**src/rtl/ir_pkg.sv**
```systemverilog
// Shared widths and field helpers for the instruction prefetch queue.
package ir_pkg;

    localparam int DEF_DATA_WIDTH  = 32;
    localparam int DEF_ADDR_WIDTH  = 24;
    localparam int DEF_OPCODE_SIZE = 8;
    localparam int DEF_DEPTH       = 4;
    localparam int MAX_WORD        = 64;

    typedef logic [MAX_WORD-1:0] word_t;

    function automatic int count_width(input int depth);
        return $clog2(depth + 1);
    endfunction

    function automatic word_t field_mask(input int size);
        return (word_t'(1) << size) - word_t'(1);
    endfunction

    // Opcode sits in the top OPCODE_SIZE bits of the fetched word
    function automatic word_t opcode_field(input word_t w, input int data_w,
                                           input int size);
        return (w >> (data_w - size)) & field_mask(size);
    endfunction

    function automatic word_t operand_field(input word_t w, input int size);
        return w & field_mask(size);
    endfunction

endpackage

```
**src/rtl/ir_queue_mem.sv**
```systemverilog
// DEPTH x DATA_WIDTH storage: falling-edge write, asynchronous read.
module ir_queue_mem #(
    parameter int DATA_WIDTH = 32,
    parameter int DEPTH      = 4
) (
    input  logic                     i_clk,
    input  logic                     i_we,
    input  logic [$clog2(DEPTH)-1:0] i_waddr,
    input  logic [DATA_WIDTH-1:0]    i_wdata,
    input  logic [$clog2(DEPTH)-1:0] i_raddr,
    output logic [DATA_WIDTH-1:0]    o_rdata
);

    logic [DATA_WIDTH-1:0] r_mem [DEPTH];

    always_ff @(negedge i_clk) begin
        if (i_we) begin
            r_mem[i_waddr] <= i_wdata;
        end
    end

    assign o_rdata = r_mem[i_raddr];

endmodule

```
**src/rtl/ir_prefetch_queue.sv**
```systemverilog
// Instruction prefetch queue with valid/ready on both sides and branch flush.
// Define IR_BYPASS_EN to let an empty queue forward fetch_data combinationally.
module ir_prefetch_queue
    import ir_pkg::*;
#(
    parameter int DATA_WIDTH  = DEF_DATA_WIDTH,
    parameter int ADDR_WIDTH  = DEF_ADDR_WIDTH,
    parameter int OPCODE_SIZE = DEF_OPCODE_SIZE,
    parameter int DEPTH       = DEF_DEPTH,
    parameter int CW          = count_width(DEPTH)
) (
    input  logic                   clock,
    input  logic                   reset,
    input  logic                   fetch_valid,
    input  logic [DATA_WIDTH-1:0]  fetch_data,
    output logic                   fetch_ready,
    input  logic                   flush,
    input  logic                   ir_ready,
    output logic                   ir_valid,
    output logic [OPCODE_SIZE-1:0] opcode_out,
    output logic [ADDR_WIDTH-1:0]  operand_out,
    output logic [CW-1:0]          count
);

    localparam int PW = $clog2(DEPTH);

    logic [PW-1:0]         r_rd_ptr;
    logic [PW-1:0]         r_wr_ptr;
    logic [CW-1:0]         r_count;
    logic                  w_empty;
    logic                  w_bypass;
    logic                  w_push;
    logic                  w_pop;
    logic [DATA_WIDTH-1:0] w_rd_data;
    logic [DATA_WIDTH-1:0] w_head;

    assign w_empty     = (r_count == '0);
    assign fetch_ready = (r_count < CW'(DEPTH)) & ~flush;

`ifdef IR_BYPASS_EN
    assign w_bypass = w_empty & fetch_valid & ~flush;
`else
    assign w_bypass = 1'b0;
`endif

    // A bypassed word consumed the same cycle never enters storage
    assign w_push = fetch_valid & fetch_ready & ~(w_bypass & ir_ready);
    assign w_pop  = ~w_empty & ir_ready;

    assign ir_valid = ~w_empty | w_bypass;
    assign w_head   = w_bypass ? fetch_data : w_rd_data;

    assign opcode_out = ir_valid
        ? OPCODE_SIZE'(opcode_field(word_t'(w_head), DATA_WIDTH, OPCODE_SIZE))
        : '0;
    assign operand_out = ir_valid
        ? ADDR_WIDTH'(operand_field(word_t'(w_head), ADDR_WIDTH))
        : '0;
    assign count = r_count;

    always_ff @(negedge clock or negedge reset) begin
        if (!reset) begin
            r_rd_ptr <= '0;
            r_wr_ptr <= '0;
            r_count  <= '0;
        end else if (flush) begin
            r_rd_ptr <= '0;
            r_wr_ptr <= '0;
            r_count  <= '0;
        end else begin
            if (w_push) begin
                r_wr_ptr <= r_wr_ptr + PW'(1);
            end
            if (w_pop) begin
                r_rd_ptr <= r_rd_ptr + PW'(1);
            end
            r_count <= r_count + CW'(w_push) - CW'(w_pop);
        end
    end

    ir_queue_mem #(
        .DATA_WIDTH (DATA_WIDTH),
        .DEPTH      (DEPTH)
    ) u_mem (
        .i_clk   (clock),
        .i_we    (w_push),
        .i_waddr (r_wr_ptr),
        .i_wdata (fetch_data),
        .i_raddr (r_rd_ptr),
        .o_rdata (w_rd_data)
    );

endmodule

```
**config.mk**
```make
export PLATFORM = sky130hd
export DESIGN_NAME = ir_prefetch_queue
export DESIGN_NICKNAME = d
export VERILOG_FILES = /design/src/rtl/ir_pkg.sv /design/src/rtl/ir_queue_mem.sv /design/src/rtl/ir_prefetch_queue.sv
export SDC_FILE = /design/constraint.sdc
export NUM_CORES = 1
export LEC_CHECK = 0
export ABC_AREA = 1
export CAP_MARGIN = 20
export CORE_UTILIZATION = 55
export DETAILED_ROUTE_END_ITERATION = 8
export GPL_TIMING_DRIVEN = 0
export PLACE_DENSITY = 0.75
export RECOVER_POWER = 100
export SLEW_MARGIN = 20
export SYNTH_ARGS = -nofsm -noshare
export SYNTH_HDL_FRONTEND = slang
export SYNTH_SLANG_ARGS = --single-unit
```
**constraint.sdc**
```tcl
create_clock -name clock -period 3.33 [get_ports clock]
set_input_delay 0.333 -clock clock [delete_from_list [all_inputs] [get_ports clock]]
set_output_delay 0.333 -clock clock [all_outputs]
set_load 0.1 [all_outputs]
```
==> impl_metrics.csv <==
group,metric,value,unit
min_path,worstHoldStart,"r_wr_ptr[0]",
power_and_ir_drop,intPower,5.20,mW
grt,grt_pass1_wl,31200,um
clock_tree,cts_tree,"done",
cells_and_area,multi_input_area,2020,um^2
cells_and_area,area_delta_synth_final,60.2,%
routing,wl,24000,um
die,start_util,0.569,
die,die_area,11200,um^2
timing,whs,0.473,ns
routing,dr.first_iter.drc_count,889,
outcome,status,"complete, but fails checks",
timing,finalMaxSlewViolations,0,
power_and_ir_drop,switchingPower,5.31,mW
worst_setup_path,rr_worst_depth,10,
timing,worstMarginPinSlew,0.650,ns
placement,dp.final_hpwl,7750,um
cells_and_area,final_common_cell,"inv_1",
placement,dpl.cell_count,777,
min_path,holdCritPathClass,"flip-flop to flip-flop",
die,die_height,106,um
power_and_ir_drop,pwr-share-comb,0.540,
worst_setup_path,crit_arrival,3.69,ns
routing,vias_per_cell,5.95,
clock_tree,cts_hold_buf,0,
logic_synthesis,yosysWarnings,0,
clock_tree,cts_htree_levels,4,
routing,vias,5741,
clock_tree,cts_buffer_depth,2,
logic_synthesis,syn-cell-area,5910,um^2
routing,wl_per_cell,24.8,um
logic_synthesis,seq_area_frac_synth,0.681,
worst_setup_path,crit_path_start_kind,"flip-flop",
outcome,violations,"negative setup slack",
timing,hold_viol_final,0,
power_and_ir_drop,p_leak,4.45,nW
placement,placed_area,7280,um^2
die,chipWidth,106,um
worst_setup_path,setup.worst_path.end_class,"output port",
worst_setup_path,r2r-end,"count[1]",
grt,grt_usage,0.390,
clock_tree,cts_buffers,17,
cells_and_area,final_nets,860,
die,core_area,10400,um^2
routing,drc,0,
grt,grt-ovfl-total,0,
timing,finalSetupViolCount,164,
logic_synthesis,postSynthRegisterBits,135,
clock_tree,clkTransAtPathRegs,0.05,ns
worst_setup_path,cp.required,3.00,ns
placement,port_buffers,73,
cells_and_area,fin_cells,965,
cells_and_area,mostFrequentLayoutCells,"inv_1 (270), edfxtp_1 (128), nand2_1 (115), buf_12 (46), nand3_2 (35)",
worst_setup_path,cp_slowest_cell,"dfrtn_1",
grt,antenna_found_initial,0,
routing,dr.pass1.iters,5,
cells_and_area,design_area,9460,um^2
timing,rsz0062_at_grt,"true",
worst_setup_path,setup.worst_path.class,"flip-flop to output port",
routing,drtAntennaViolNets,0,
clock_tree,clkLatencyLatePin,0.65,ns
power_and_ir_drop,p_per_area,1110,nW/um^2
worst_setup_path,cp_max_fo,10,
cells_and_area,antenna_cells,0,
logic_synthesis,avgSynthCellArea,10.4,um^2
power_and_ir_drop,p_total,10.5,mW
power_and_ir_drop,pwr-share-clk,0.265,
grt,grt_pass1_vias,6073,
timing,final.setup.worst_slack,-0.696,ns
worst_setup_path,crit_top_cell,"buf_12",
logic_synthesis,ys_types,17,
worst_setup_path,rrSetupSlack,0.87,ns
min_path,whs_endpoint,"r_wr_ptr[0]",
cells_and_area,final_util,0.912,
job,drv_cap,0,
cells_and_area,seq_area,4020,um^2
die,io_pins,74,
timing,skew,0.177,ns
cells_and_area,fill_cells,358,
logic_synthesis,syn-num-nets,612,
grt,grt_max_degree,17,
worst_setup_path,timing.rr.start,"count[2]",
placement,gp_congestion,0.749,
die,num_rows,37,
worst_setup_path,critical_path.max_stage_delay,0.51,ns
power_and_ir_drop,p_sw_frac,0.505,
worst_setup_path,crit_chain,"inv_2 > buf_8 > buf_12 > nand2_1 > nand3_2 > a21oi_4 > buf_12",
power_and_ir_drop,peakVddDrop,892,uV
logic_synthesis,syn_inst,568,
timing,timing.slew.headroom,0.566,
cells_and_area,final_layout_size_suffix_gt1_frac,0.277,
clock_tree,cts_root_buf,"clkbuf_8",
clock_tree,clock_sinks,135,
min_path,min_path_cells,1,
power_and_ir_drop,pwr-share-seq,0.195,
cell families (layout without fill, tap and decap cells):
family	after synthesis	count (layout)	synth area share
simple gates	222	226	0.156
buf+inv	170	427	0.118
flops	135	135	0.681
compound gates	34	34	0.0288
fa+ha+maj	7	7	0.0161
metal layers:
metal / part of all wire / GRT usage / wire, um / vias up
met4: 0.073 / 0.275 / 1750 / 0
met1: 0.32 / 0.412 / 7580 / 2686
met5: 0 / 0 / 0 / -
li1: - / - / - / 2296
met2: 0.49 / 0.648 / 11800 / 590
met3: 0.12 / 0.140 / 2880 / 169
flip-flops by register name (all words and copies together), names as in the netlist:
| name | flops |
|---|---|
| r_rd_ptr | 2 |
| u_mem.r_mem | 128 |
| r_wr_ptr | 2 |
| count | 3 |
cell type report:
type                       count  area share
multi-input combinational    267       0.214
buffer                        23      0.0272
clock inverter               143      0.0673
inverter                     145      0.0586
clock buffer                  17      0.0438
tap                          136      0.0180
sequential                   135       0.425
timing repair buffer          99       0.147
repair_timing:
item	4_1_cts	5_1_grt
gates resized for setup	399	51
pin swaps	25	12
endpoints found under the setup margin	167	36
setup buffers	20	5
cloned	5	0
how the worst max path moves through the flow:
stage | start | to | slack, ns | cells past startpoint
floorplan | count[1] | operand_out[10] | -0.89 | 5
global placement | r_rd_ptr[0] | operand_out[2] | -1.05 | 6
detailed placement | r_rd_ptr[0] | operand_out[13] | -1.08 | 6
CTS | r_rd_ptr[0] | operand_out[22] | -0.57 | 7
global route | r_rd_ptr[1] | operand_out[10] | -0.72 | 5
finish | r_rd_ptr[0] | operand_out[20] | -0.70 | 7
Yosys cell counts:
library cell,number,area share
a21oi_1,33,0.028
edfxtp_1,128,0.65
dfrtn_1,7,0.030
fa_1,1,0.0034
nand4_1,2,0.0021
buf_2,13,0.011
ha_1,6,0.013
buf_4,2,0.0025
buf_6,5,0.0095
nand2_1,142,0.090
o21ai_1,1,0.00085
nand3_1,67,0.057
inv_1,142,0.090
nor2_1,11,0.0070
clkbuf_1,4,0.0025
inv_2,3,0.0019
clkinv_1,1,0.00063
power groups by stage:
stage | Clock, mW | Combinational [mW] | Sequential, mW
floorplan | 0.230 | 3.33 | 2.16
global placement | 0.230 | 4.28 | 2.07
detailed placement | 0.230 | 4.33 | 2.07
CTS | 2.50 | 5.34 | 2.05
global route | 2.91 | 5.78 | 2.05
finish | 2.79 | 5.67 | 2.05
critical path: cells and delay by family, from the launching register on:
| family | cells | cell delay, ns |
|---|---|---|
| AO/OA/AOI/OAI | 1 | 0.21 |
| buffers and inverters | 4 | 0.62 |
| flip-flops | 1 | 0.51 |
| AND/OR/NAND/NOR | 2 | 0.20 |
metrics by stage:
step | TNS [ns] | setup WS (ns)
6_report | -34.28 | -0.696
5_1_grt | -40.37 | -0.722
4_1_cts | -17.31 | -0.572
3_5_place_dp | -139.73 | -1.08
3_3_place_gp | -134.35 | -1.05
2_1_floorplan | -70.94 | -0.892
(Power assumes the default switching activity.)
